## config.mk

```make
export PLATFORM = sky130hd
export DESIGN_NAME = seg_display_arbiter
export DESIGN_NICKNAME = d
export VERILOG_FILES = /design/src/rtl/seg_display_arbiter.sv
export SDC_FILE = /design/constraint.sdc
export NUM_CORES = 1
export LEC_CHECK = 0
export CORE_UTILIZATION = 48
export CTS_BUF_LIST = sky130_fd_sc_hd__clkbuf_4 sky130_fd_sc_hd__clkbuf_8 sky130_fd_sc_hd__clkbuf_16
export CTS_CLUSTER_SIZE = 8
export DETAILED_ROUTE_END_ITERATION = 8
export GPL_ROUTABILITY_DRIVEN = 0
export GPL_TIMING_DRIVEN = 0
export PLACE_DENSITY = 0.86
export SLEW_MARGIN = 40
export SYNTH_ARGS = -nofsm -noshare
export SYNTH_HDL_FRONTEND = slang
export SYNTH_SLANG_ARGS = --single-unit
```

## constraint.sdc

```tcl
create_clock -name app_clk -period 2.55 [get_ports app_clk]
set_input_delay 0.51 -clock app_clk [delete_from_list [all_inputs] [get_ports app_clk]]
set_output_delay 0.51 -clock app_clk [all_outputs]
set_load 0.02 [all_outputs]
```

## src/rtl/seg_display_arbiter.sv

```systemverilog
// Round-robin arbiter sharing a 4-digit 7-segment display between two requesters,
// with a minimum dwell after each capture. Optional macro: SEG_ARB_BLANK_LEAD_EN.
module seg_display_arbiter #(
  parameter int unsigned HOLD_CYCLES = 50000000,
  parameter int unsigned CNT_W       = 26
) (
  input  logic        app_clk,
  input  logic        app_arst_n,
  input  logic        req0,
  input  logic        req1,
  input  logic [15:0] val0,
  input  logic [15:0] val1,
  input  logic [3:0]  dots0,
  input  logic [3:0]  dots1,
  output logic        ack0,
  output logic        ack1,
  output logic [6:0]  A_TO_G0_out,
  output logic [6:0]  A_TO_G1_out,
  output logic [6:0]  A_TO_G2_out,
  output logic [6:0]  A_TO_G3_out,
  output logic [3:0]  DOTS_out,
  output logic        owner,
  output logic        owner_vld
);

  typedef enum logic [1:0] {
    S_IDLE = 2'd0,
    S_HOLD = 2'd1,
    S_OPEN = 2'd2
  } state_t;

  localparam logic [CNT_W-1:0] HOLD_LOAD = CNT_W'(HOLD_CYCLES - 1);

  function automatic logic [6:0] hex_to_seg(input logic [3:0] nib);
    logic [6:0] seg;
    case (nib)
      4'h0: seg = 7'b1111110;
      4'h1: seg = 7'b0110000;
      4'h2: seg = 7'b1101101;
      4'h3: seg = 7'b1111001;
      4'h4: seg = 7'b0110011;
      4'h5: seg = 7'b1011011;
      4'h6: seg = 7'b1011111;
      4'h7: seg = 7'b1110000;
      4'h8: seg = 7'b1111111;
      4'h9: seg = 7'b1111011;
      4'hA: seg = 7'b1110111;
      4'hB: seg = 7'b0011111;
      4'hC: seg = 7'b1001110;
      4'hD: seg = 7'b0111101;
      4'hE: seg = 7'b1001111;
      default: seg = 7'b1000111;
    endcase
    return seg;
  endfunction

  state_t           state, state_nxt;
  logic [CNT_W-1:0] cnt, cnt_nxt;
  logic             cap, cap_idx;
  logic             owner_req, other_req;
  logic [15:0]      cap_val;
  logic [3:0]       cap_dots;
  logic [3:0]       blank;
  logic [3:0][6:0]  seg_nxt, seg_q;

  assign owner_req = owner ? req1 : req0;
  assign other_req = owner ? req0 : req1;

  // NOTE: every combinational output gets a default first so no path can infer a latch.
  always_comb begin
    state_nxt = state;
    cnt_nxt   = cnt;
    cap       = 1'b0;
    cap_idx   = 1'b0;
    case (state)
      S_IDLE: begin
        if (req0) begin
          cap     = 1'b1;
          cap_idx = 1'b0;
        end else if (req1) begin
          cap     = 1'b1;
          cap_idx = 1'b1;
        end
      end
      S_HOLD: begin
        if (cnt == '0) state_nxt = S_OPEN;
        else           cnt_nxt   = cnt - CNT_W'(1);
      end
      S_OPEN: begin
        // The non-owner is served first so a busy owner cannot starve the other side.
        if (other_req) begin
          cap     = 1'b1;
          cap_idx = ~owner;
        end else if (owner_req) begin
          cap     = 1'b1;
          cap_idx = owner;
        end
      end
      default: state_nxt = S_IDLE;
    endcase
    if (cap) begin
      state_nxt = S_HOLD;
      cnt_nxt   = HOLD_LOAD;
    end
  end

  assign cap_val  = cap_idx ? val1  : val0;
  assign cap_dots = cap_idx ? dots1 : dots0;

`ifdef SEG_ARB_BLANK_LEAD_EN
  // Blanking runs from digit 3 down and stops at the first nonzero nibble; digit 0 always shows.
  assign blank[3] = (cap_val[15:12] == 4'h0);
  assign blank[2] = blank[3] && (cap_val[11:8] == 4'h0);
  assign blank[1] = blank[2] && (cap_val[7:4]  == 4'h0);
  assign blank[0] = 1'b0;
`else
  assign blank = 4'b0000;
`endif

  always_comb begin
    for (int i = 0; i < 4; i++) begin
      seg_nxt[i] = blank[i] ? 7'b0000000 : hex_to_seg(cap_val[4*i +: 4]);
    end
  end

  // NOTE: sequential state uses non-blocking assignments so all registers update together.
  always_ff @(posedge app_clk or negedge app_arst_n) begin
    if (!app_arst_n) begin
      state     <= S_IDLE;
      cnt       <= '0;
      ack0      <= 1'b0;
      ack1      <= 1'b0;
      seg_q     <= '0;
      DOTS_out  <= 4'b0000;
      owner     <= 1'b0;
      owner_vld <= 1'b0;
    end else begin
      state <= state_nxt;
      cnt   <= cnt_nxt;
      ack0  <= cap && !cap_idx;
      ack1  <= cap &&  cap_idx;
      if (cap) begin
        seg_q     <= seg_nxt;
        DOTS_out  <= cap_dots;
        owner     <= cap_idx;
        owner_vld <= 1'b1;
      end
    end
  end

  assign A_TO_G0_out = seg_q[0];
  assign A_TO_G1_out = seg_q[1];
  assign A_TO_G2_out = seg_q[2];
  assign A_TO_G3_out = seg_q[3];

endmodule

```

# After elaboration in Yosys (flattened, before gate mapping)
# Memories as Yosys holds them, arrays and structs flattened. A register that Yosys moved wholly into a read port is not among the register bits.
# Index checks and enable logic that the tools add are counted.
[word_totals]
reg_bits = 36
elab_cells = 50
latchBits = 0
inputBits = 44
ram_bits = 0
mem_count = 4
rom_bits = 448
[classes]
n_reduce_logical = 13
eq_ne = 5
shifts = 0
bitwise_logic = 1
n_lt_le_gt_ge = 0
muxes = 19
div_mod_pow = 0
add_sub_neg = 1
mul = 0
[memory_table]
columns = ["name", "words", "word_bits", "read_ports", "rd_clocked_by_memory_dff", "write_ports", "line_no", "text"]
rows = [
  ["(name not given)", 16, 7, 1, 1, 0, "36", "case (nib)"],
  ["(name not given)", 16, 7, 1, 1, 0, "36", ""],
  ["(name not given)", 16, 7, 1, 1, 0, "36", ""],
  ["(name not given)", 16, 7, 1, 1, 0, "36", ""],
]
[op_table]
columns = ["op", "count"]
rows = [
  ["two-way mux 26 bit", 3],
  ["logical NOT 26 bit", 1],
  ["subtractor 26 x 1 -> 26 bit, second input constant", 1],
  ["two-way mux 16 bit", 1],
  ["two-way mux 1 bit", 9],
  ["logical NOT 1 bit", 5],
  ["two-way mux 2 bit", 2],
  ["two-way mux 4 bit", 1],
  ["case mux 1 bit (2 select lines)", 2],
  ["case mux 2 bit (2 select lines)", 1],
  ["AND reduction 2 bit", 2],
  ["!= test 3 bit, second input constant", 1],
  ["equality test 2 x 1 -> 1 bit, second input constant", 1],
  ["equality test 2 bit, second input constant", 1],
  ["logical AND 1 bit", 2],
  ["logical NOT 2 bit", 1],
  ["!= test 2 x 1 -> 1 bit, second input constant", 1],
  ["!= test 2 bit, second input constant", 1],
  ["nonzero test 2 bit", 1],
  ["OR reduction 2 bit", 1],
  ["inverter 1 bit", 1],
]

# Logic depth before layout (Yosys ltp)
# Gate-level depths: netlist (run 1).
[logic_depth]
word_depth = 6
depth_mapped = 15

# Worst setup path before layout (run 1)
# No wires, ideal clock.
[synth_timing]
path_type = "input to register"
start = "input req1"
end = "register seg_q (netlist bit A_TO_G2_out[1])"
cell_stages = 11
slack_ps = -41
arrival_time_ps = 2464
path_cell_list = "nor2b_2 buf_4 o21ai_4 buf_2 buf_2 o21ai_0 inv_1 ha_1 or3_1 a21oi_1 o21ai_0"
[synth_between]
elab_chain_cells = 5
[synth_lines]
columns = ["element", "line_no", "text"]
rows = [
  ["start: declaration", "10", "input logic req1,"],
  ["two-way mux 1 bit", "66", "assign owner_req = owner ? req1 : req0;"],
  ["two-way mux 1 bit", "94", "end else if (owner_req) begin"],
  ["two-way mux 1 bit", "91", "if (other_req) begin"],
  ["case mux 1 bit (2 select lines)", "75", "case (state)"],
  ["two-way mux 16 bit", "107", "assign cap_val = cap_idx ? val1 : val0;"],
  ["end: declaration", "64", "logic [3:0][6:0] seg_nxt, seg_q;"],
]
# Parallel ways exist; a longest one is shown, timed or not.
# A chain may end at the register's enable or synchronous reset.

# Final worst setup path (run 1)
[layout_timing]
start = "register state[0]"
end = "register seg_q (netlist bit A_TO_G2_out[1])"
[layout_between]
elab_chain_cells = 3
[layout_lines]
columns = ["element", "line_no", "text"]
rows = [
  ["start: declaration", "57", "state_t state, state_nxt;"],
  ["start signal: assignment", "138", "state <= state_nxt;"],
  ["equality test 2 bit / logical NOT 2 bit (equally long branches)", "75", ""],
  ["case mux 1 bit (2 select lines)", "75", ""],
  ["two-way mux 16 bit", "107", ""],
]
# Parallel ways exist; a longest one is shown, timed or not.

==> results of run 1 <==
[synth_stat cells, types with 5 or more instances]
| master | count | area share (%) |
|---|---|---|
| sky130_fd_sc_hd__a211oi_1 | 9 | 1.5 |
| sky130_fd_sc_hd__o2111ai_1 | 5 | 0.99 |
| sky130_fd_sc_hd__o311ai_0 | 6 | 1.2 |
| sky130_fd_sc_hd__and2_1 | 5 | 0.71 |
| sky130_fd_sc_hd__nand3_1 | 25 | 2.8 |
| sky130_fd_sc_hd__nor2_1 | 23 | 1.9 |
| sky130_fd_sc_hd__o21ai_0 | 23 | 2.6 |
| sky130_fd_sc_hd__a31oi_1 | 9 | 1.3 |
| sky130_fd_sc_hd__a222oi_1 | 5 | 1.1 |
| sky130_fd_sc_hd__or3_1 | 7 | 0.99 |
| sky130_fd_sc_hd__a21o_1 | 6 | 1.0 |
| sky130_fd_sc_hd__nand2_1 | 48 | 4.1 |
| sky130_fd_sc_hd__nand2b_1 | 9 | 1.3 |
| sky130_fd_sc_hd__clkbuf_1 | 10 | 0.85 |
| sky130_fd_sc_hd__o211ai_1 | 6 | 1.0 |
| sky130_fd_sc_hd__nand4_1 | 5 | 0.71 |
| sky130_fd_sc_hd__o31ai_1 | 13 | 2.2 |
| sky130_fd_sc_hd__inv_1 | 32 | 2.7 |
| sky130_fd_sc_hd__buf_2 | 12 | 1.4 |
| sky130_fd_sc_hd__o22ai_1 | 5 | 0.71 |
| sky130_fd_sc_hd__nor3_1 | 17 | 1.9 |
| sky130_fd_sc_hd__dfrtp_1 | 64 | 36 |
| sky130_fd_sc_hd__mux2i_1 | 11 | 2.5 |
| sky130_fd_sc_hd__nor4_1 | 8 | 1.1 |
| sky130_fd_sc_hd__mux2_2 | 6 | 1.5 |
| sky130_fd_sc_hd__a21oi_1 | 17 | 1.9 |
| sky130_fd_sc_hd__ha_1 | 29 | 8.2 |
[critical path: cells and delay by family (launching register included)]
family / cells / cell delay (ns)
DFF: 1 / 0.48
adders and majority gates: 1 / 0.19
buffers and inverters: 5 / 0.64
AOI/OAI and AO/OA: 4 / 0.57
and+or+nand+nor: 2 / 0.55
[timing repair]
action                                  CTS  global route
endpoints found under the setup margin   35            18
buffers inserted                          7             8
pin swaps                                 2             3
endpoints found under the hold margin     0             0
gates resized for setup                  24            17
[layer usage]
metal,vias to the layer above,track usage (%),wire [um]
li1,2068,-,-
met1,2213,34.5,5340
met2,289,46.4,6530
met3,78,5.51,1190
met4,0,15.6,708
met5,-,0,0
[where the power goes]
group	internal, mW	switching [mW]	total, mW
sequential	1.23	0.167	1.40
clock	0.525	0.432	0.956
combinational	0.609	0.671	1.28
[metrics by stage]
stage,instances,setup TNS [ns]
2_1_floorplan,499,0
3_3_place_gp,686,-99.19
3_5_place_dp,687,-30.31
4_1_cts,709,-0.00698
5_1_grt,715,-0.132
6_report,715,-0.00649
[logic make-up (layout without fill, tap and decap cells)]
kind of cell,count (synthesis),after routing,share of synthesized area (%)
AO/OA/AOI/OAI,143,143,23.5
XOR/XNOR,4,4,0.790
adder cells (fa/ha/maj),29,29,8.18
buffers and inverters,61,169,6.09
flip-flops,64,64,36.1
multiplexers,17,17,4.00
AND/OR/NAND/NOR,181,181,21.3
[area by class of cell]
| type | count | share of cell area [%] |
|---|---|---|
| Timing Repair Buffer | 95 | 15.8 |
| Clock inverter | 3 | 0.689 |
| Multi-Input combinational cell | 374 | 45.5 |
| Inverter | 33 | 2.22 |
| Buffer | 25 | 2.99 |
| Tap cell | 108 | 2.33 |
| Sequential cell | 64 | 27.6 |
| Clock buffer | 13 | 2.86 |
[sequential cells by signal (all words and copies together), names as in the netlist, 2 cells and up]
signal	cells
A_TO_G3_out	7
A_TO_G2_out	7
A_TO_G0_out	7
DOTS_out	4
cnt	26
state	2
A_TO_G1_out	7
[final timing paths]
path                                        from                    endpoint  cells past startpoint
setup / recovery            state[0]$_DFFE_PN0P_  A_TO_G2_out[1]$_DFFE_PN0P_                     12
hold / removal                        app_arst_n  A_TO_G1_out[0]$_DFFE_PN0P_                      1
setup reg to reg            state[0]$_DFFE_PN0P_  A_TO_G2_out[1]$_DFFE_PN0P_                     12
hold reg to reg            owner_vld$_DFFE_PN0P_       owner_vld$_DFFE_PN0P_                      1
max in group asynchronous             app_arst_n           owner$_DFFE_PN0P_                      2
min in group app_clk       owner_vld$_DFFE_PN0P_       owner_vld$_DFFE_PN0P_                      1
==> summary by stage, run 1 <==
Outcome
The run finished, with violations left. The final reports fail on negative setup slack.

Timing
The final number of hold-violating endpoints was 0. Once routing completed, OpenROAD measured the worst setup slack at -0.00649 ns. On the final layout, the worst clock skew is between 0.015 and 0.02 ns. The number of pins exceeding their max-slew limit in the final report is 0. The shortest clock period the worst path allows after layout is between 2 and 3 ns. Hold timing on the final database bottoms out at a slack of about 0.053 ns. The setup violation total in the final timing report is 1. The worst max-slew margin expressed relative to the limit is between 40 and 50%. The slew at the pin closest to its max-slew limit is between 0.7 and 0.8 ns. Derived from the worst setup path, the maximum achievable clock frequency is roughly 400 MHz. The final period utilization is 100%.

GRT
The number of antenna violations at the first check in global routing was 0. The leftover overflow at the end of global routing is 0. The number of global-route vias before repair was ~4500.

Global routing used 28.1% of the available tracks across all layers. The wire length of the first global-routing pass is around 21000 um. The pin count of the biggest net entering global routing is 40.

Setup path
For this design, the slowest cell found on the critical path is sky130_fd_sc_hd__dfrtp_2. The most common cell type on the critical path is sky130_fd_sc_hd__buf_6. The type of origin of the critical path is a register. By startpoint and endpoint, the worst setup path is classified as register to register. The critical path goes through nor2b_4 > buf_6 > o21ai_4 > buf_4 > buf_6 > buf_6 > o21ai_4 > inv_2 > ha_1 > or3_1 > a21oi_2 > o21ai_0. The maximum fanout encountered on the critical timing path is 10.

The worst endpoint data arrival time is 2.80 ns. The required arrival time at the worst endpoint is 2.80 ns. The sort of element at the end of the critical path is a register.

The maximum single-stage delay on the critical path is between 0.4 and 0.5 ns. The minimum setup slack among reg-to-reg paths is -0.006 ns.

Power and ir drop
The largest vdd supply drop is 0.458 mV. The completed layout was analyzed and its total power is about 3.6 mW. The analysis attributes to cell leakage a power of roughly 2.4 nW.

The cell area power density is ~630 mW/mm2.

Yosys
The most used flip-flop cell after synthesis is sky130_fd_sc_hd__dfrtp_1. After synthesis, the share of flip-flops with an asynchronous set or reset is 100%. The cell area after synthesis is between 0.004 and 0.005 mm2. During synthesis, Yosys emitted a total of 0 warnings. The count of flip-flops with a built-in enable after synthesis is 0.

Counting every net in the synthesized netlist gives 572. The distinct cell type count after synthesis is 71. Of the synthesized area, sequential elements account for 36.1%.

The average cell area after synthesis is 8.89 um2. After technology mapping, the gate count stands at ~500. The synthesized flop and latch total is between 60 and 70.

Floorplan
The initial utilization of the core area, before any placement, comes to about half. The area enclosed by the die boundary is 0.00963 mm2. The die outline height is a little under 100 um. 80 I/O pins were placed. In this run the horizontal extent of the chip is 98.1 um. The floorplan has 34 rows. The area of the placeable core is slightly below 0.009 mm2.

Finish
Measured on the finished design, the core utilization comes to between 60% and 70%. The register area is ~0.0016 mm2. The share of post-route cells with drive strength above 1 is 15.0%. Summing all multi-input logic gate instances after layout gives around 0.0026 mm2. The area of all placed cells without fillers is 0.00581 mm2.

In the layout the commonest cells are sky130_fd_sc_hd__clkdlybuf4s50_1, sky130_fd_sc_hd__dfrtp_1, sky130_fd_sc_hd__nand2_1. Relative to the synthesized area, the layout overhead comes to 31.0%. In the final design database the tool counted between 600 and 700 nets. The layout has about 670 filler cells.

The most common cell after layout, fill and taps aside is sky130_fd_sc_hd__clkdlybuf4s50_1. 0 antenna diodes ended up in the layout.

Clocking
TritonCTS built the clock tree. The number of sinks driven by the clock tree is 64. At the later pin of the worst-skew pair, clock insertion delay measures around 0.36 ns. Buffers inserted during clock tree synthesis total 9. The clock input transition at the sequential cells of the worst setup and hold paths is ~0.09 ns. The count of hold buffers inserted by post-cts repair is 0.

The longest clock path from root to sink contains 2 buffers. The root buffer cell is sky130_fd_sc_hd__clkbuf_8. The total number of H-tree levels is 3.

Placement
In this run the cell area measured after placement is 0.00538 mm2. Summed over all nets, the half-perimeter wirelength after detailed placement is roughly 9300 um. The count of input and output buffers is a little under 80. The worst setup slack before clock tree synthesis is -1.10 ns.

Route
The number of design-rule violations left by the first detailed-router iteration is 421. In the final routed layout, each cell accounts on average for around 19 um. The detail route stage leaves a number of antenna-violating nets equal to 0. In the routed design, unresolved DRC markers number 0. Wires add up to roughly 14000 um. Before antenna repair, the detailed router went through 7 iterations. Dividing the detail-routed via count by the number of cells gives 6.50. For this block, the via count after detailed routing is 4648.

Worst hold path
The worst min-delay path class is input pin to asynchronous set/reset pin.

Run
Max-cap violations in this run came to 0.
No activity file was read; power rests on OpenSTA's default activity.
==> inputs of run 2 (changes only) <==
--- a/config.mk
+++ b/config.mk
@@ -5,14 +5,15 @@
 export SDC_FILE = /design/constraint.sdc
 export NUM_CORES = 1
 export LEC_CHECK = 0
-export CORE_UTILIZATION = 48
+export ABC_AREA = 1
+export CORE_UTILIZATION = 49
 export CTS_BUF_LIST = sky130_fd_sc_hd__clkbuf_4 sky130_fd_sc_hd__clkbuf_8 sky130_fd_sc_hd__clkbuf_16
 export CTS_CLUSTER_SIZE = 8
 export DETAILED_ROUTE_END_ITERATION = 8
 export GPL_ROUTABILITY_DRIVEN = 0
 export GPL_TIMING_DRIVEN = 0
-export PLACE_DENSITY = 0.86
-export SLEW_MARGIN = 40
+export PLACE_DENSITY = 0.87
+export SLEW_MARGIN = 5
 export SYNTH_ARGS = -nofsm -noshare
 export SYNTH_HDL_FRONTEND = slang
 export SYNTH_SLANG_ARGS = --single-unit
==> run 2 against run 1 <==
Against the previous run: the flow now finishes without violations; via count up 8.5%; utilization decreased by 2.9 points; clock skew is 0.0042 ns lower; non-clock buffer count shrank 21; maximum frequency increased by 7.1%; critical path type is now input pin to register.
==> summary by stage, run 2 <==
Setup path
The worst endpoint data arrival time came to 2.64 ns (-0.16 ns). The maximum fanout encountered on the critical timing path is 10 (unchanged). The number of cells on the worst reg-to-reg path was 13 (+1). The required arrival time at the worst endpoint is 2.81 ns (about the same).

The type of origin of the critical path is an input pin. The cell with the biggest individual delay on the critical path is sky130_fd_sc_hd__clkdlybuf4s50_1. The maximum single-stage delay on the critical path is 0.46 ns (-0.02 ns). The signal on the critical path passes through clkdlybuf4s50_1 > nand2_4 > nand3_4 > buf_2 > o21ai_1 > ha_1 > inv_1 > nand3_1 > nand3_1 > nand2_1 > nand2_1 > nand2_1. The most common cell type on the critical path is sky130_fd_sc_hd__nand2_1. The startpoint identified for the worst register-to-register timing path is owner$_DFFE_PN0P_. The type of the worst setup path is input pin to register. The endpoint of the most critical setup path is A_TO_G2_out[3]$_DFFE_PN0P_. The most critical setup path has its startpoint at req0. The minimum setup slack among reg-to-reg paths came to 0.27 ns (+0.28 ns). The endpoint of the worst-slack reg-to-reg timing path is A_TO_G2_out[3]$_DFFE_PN0P_. The worst setup path is captured at a register.

Floorplan
The count of boundary I/O pins was 80 (unchanged). The area enclosed by the die boundary was 0.00993 mm2 (+3.1%). The effective utilization at floorplan is 50.5% (+0.41 points). The count of standard-cell rows is 35 (+2.9%). The area of the placeable core came to 0.00924 mm2 (+4.4%). The width of the chip was 99.6 um (+1.5%). The die outline height is 99.6 um (+1.5%).

Finish
The top cell types in the final layout, fill and taps aside, are sky130_fd_sc_hd__nand2_1, sky130_fd_sc_hd__nor2_1, sky130_fd_sc_hd__nand3_1. The total number of nets in the final design is 862 (+28%). The count of non-filler cells in the finished layout is 922 (+29%). Leaving out fill and tap cells, the most frequent cell in the layout is sky130_fd_sc_hd__nand2_1. The area of all placed cells without fillers was 0.00580 mm2 (-0.19%).

The number of fill cells in the layout is 818 (+22%). The number of flip-flops under the largest register name is 26 (unchanged). Compared with the post-synthesis result, the final layout area differs by 24.2%.

The number of diodes added for antenna fixing is 0 (unchanged). The share of post-route cells with drive strength above 1 came to 7.06% (-7.9 points). The register with the most flip-flops in the final layout is cnt.

Placement
The sum of net half-perimeters after detailed placement is 9870 um (+6.2%). The number of placed instances with taps included was 907 (+32%). The count of input and output buffers is 78 (-1.3%). The cell area after placement was 0.00561 mm2 (+4.3%). The worst setup slack before clock tree synthesis was -0.225 ns (+0.870 ns).

Power and ir drop
The largest vdd supply drop is 0.433 mV (-5.3%). The total design power is 4.29 mW (+18%). The leakage power summed over all cells is 2.97 nW (+22%). The cell area power density was 740 mW/mm2 (+18%).

Outcome
The flow ran to the end, and the final reports show no timing, DRC or antenna violations.

Clocking
The number of buffers between clock root and the deepest sink is 2 (unchanged). The count of hold buffers inserted by post-cts repair was 0 (unchanged). The total number of H-tree levels came to 3 (unchanged). The number of post-CTS setup repair buffers is 0 (-7). The cell sitting at the root of the clock tree is a sky130_fd_sc_hd__clkbuf_8.

The TritonCTS buffer count was 9 (unchanged). The post-cts repair resize count is 0 (-100%). The clock input transition at the sequential cells of the worst setup and hold paths was 0.08 ns (about the same).

The clock tree from TritonCTS is built. The clock latency of the later-clocked register in the worst-skew pair is 0.36 ns (about the same). The number of sinks driven by the clock tree is 64 (unchanged).

Yosys
The count of flip-flops with a built-in enable after synthesis came to 0 (unchanged). By area the synthesized netlist is led by sky130_fd_sc_hd__dfrtp_1, sky130_fd_sc_hd__nand2_1, sky130_fd_sc_hd__nor2_1. The sequential cell area fraction in the yosys report came to 34.3% (-1.8 points). By count the netlist is led by sky130_fd_sc_hd__nand2_1, sky130_fd_sc_hd__nor2_1, sky130_fd_sc_hd__nand3_1, sky130_fd_sc_hd__dfrtp_1, sky130_fd_sc_hd__inv_1. The average cell area after synthesis came to 6.67 um2 (-25%).

For this run, the leading register cell type out of synthesis is sky130_fd_sc_hd__dfrtp_1. The distinct cell type count after synthesis is 26 (-63%). The gate count after technology mapping came to 700 (+40%). sky130_fd_sc_hd__nand2_1 is the most common cell in the netlist. The cell area after synthesis was 0.00467 mm2 (+5.3%). Summed over all instances, the cell type with the most area after synthesis is sky130_fd_sc_hd__dfrtp_1. The proportion of synthesized flip-flops having asynchronous set or reset is 100% (unchanged). The area share of the leading cell type in the synthesized netlist is 34.3% (-1.8 points). The net count after synthesis was 773 (+35%).

The number of warning messages in the yosys log is 0 (unchanged). The synthesized flop and latch total is 64 (unchanged).

Timing
The number of pins exceeding their max-slew limit in the final report is 0 (unchanged). The fmax was 419 MHz (+7.1%). Setup repair after global routing left no endpoint under its margin.

The slew at the pin closest to its max-slew limit came to 0.823 ns (+0.0666 ns). The final number of hold-violating endpoints was 0 (unchanged). The shortest clock period the worst path allows after layout was 2.39 ns (-0.170 ns). The setup TNS is 0 ns (+0.00649 ns). The setup violation total in the final timing report is 0 (-1). The worst clock skew is 0.0110 ns (-0.00421 ns). The final period utilization was 93.6% (-6.7 points). The worst max-slew margin expressed relative to the limit is 45.1% (-4.4 points).

The worst setup slack after layout was 0.164 ns (+0.170 ns).

Worst hold path
The tightest min-delay check is of the input pin to asynchronous set/reset pin type.

Route
The detailed-routing iteration count for the pre-antenna-repair pass is 5 (-2). The number of vias after detailed routing is 5041 (+8.5%). The number of design-rule violations left by the first detailed-router iteration is 447 (+6.2%). The sum of routed wire length over all layers came to 13400 um (-2.9%). The detailed-route DRC error count is 0 (unchanged). The routed wirelength normalized by instance count came to 14.5 um (-25%). The post-detailed-route count of antenna-violating nets came to 0 (unchanged).

The via density per instance is 5.47 (-16%).

Run
The max capacitance violation total is 0 (unchanged).

GRT
The wire length of the first global-routing pass is 22300 um (+4.3%). The number of antenna violations at the first check in global routing is 0 (unchanged). The total routing usage reported by global routing is 28.7% (+0.65 points). The pin count of the biggest net entering global routing was 65 (+63%).

The number of global-route vias before repair is 4815 (+7.7%). The leftover overflow at the end of global routing came to 0 (unchanged).
-- run 2: changes by cell type in the layout (fill, tap and decap cells not counted), sizes merged, moves of 13 or more --
cell / previous run / this run
buf: 32 / 17
inv: 33 / 56
nand2: 49 / 258
nand3: 25 / 80
nand4: 5 / 24
nor2: 23 / 111
nor3: 17 / 0
o31ai: 13 / 0
-- run 2: stage by stage --
stage | utilization [%] | hold slack, ns
global route | 62.8 | 0.334
finish | 62.8 | 0.262
floorplan | - | 0.214
global placement | 60.7 | 0.460
detailed placement | 60.7 | 0.466
CTS | 62.8 | 0.292
-- run 2: final cells by class --
type	instances	area, um2	area share [%]
repair buffers	78	778	13.4
inverters	57	214	3.69
flip-flops and latches	64	1600	27.6
clock inverters	4	45.0	0.777
clock buffers	11	145	2.50
plain buffers	21	131	2.26
multi-input cells	558	2720	47.0
well taps	129	161	2.78
-- run 2: how the worst min path moves through the flow --
stage                                from                    endpoint  slack [ns]
2_1_floorplan                  app_arst_n  A_TO_G0_out[0]$_DFFE_PN0P_        0.21
3_3_place_gp        owner_vld$_DFFE_PN0P_       owner_vld$_DFFE_PN0P_        0.46
3_5_place_dp   A_TO_G3_out[6]$_DFFE_PN0P_  A_TO_G3_out[6]$_DFFE_PN0P_        0.47
4_1_cts                        app_arst_n  A_TO_G1_out[3]$_DFFE_PN0P_        0.29
5_1_grt                        app_arst_n         cnt[12]$_DFFE_PN0P_        0.33
6_report                       app_arst_n  A_TO_G2_out[4]$_DFFE_PN0P_        0.26
-- run 2: power breakdown --
group	total, mW	internal [mW]	leakage, nW	switching (mW)
sequential	1.61	1.34	0.762	0.275
clock	0.891	0.479	0.102	0.412
combinational	1.79	0.745	2.10	1.04
total	4.29	2.56	2.97	1.73
-- run 2: layer usage --
metal / up-vias / share of wire, % / track usage (%)
met5: - / 0 / 0
met4: 0 / 4.7 / 15.2
met3: 65 / 7.1 / 4.64
met2: 291 / 47 / 48.2
met1: 2291 / 41 / 35.6
li1: 2394 / - / -
-- run 2: cell families after synthesis --
group	count (synthesis)	synth area share, %
adder cells (fa/ha/maj)	29	7.77
flip-flops	64	34.3
buffers and inverters	78	7.39
AO/OA/AOI/OAI	37	5.01
XOR/XNOR	12	2.25
AND/OR/NAND/NOR	480	43.3
-- run 2: critical path, delay by kind of cell --
kind	cells	cell delay, ns
buffers and inverters	3	0.77
and+or+nand+nor	7	0.67
AOI/OAI and AO/OA	1	0.38
adders and majority gates	1	0.30
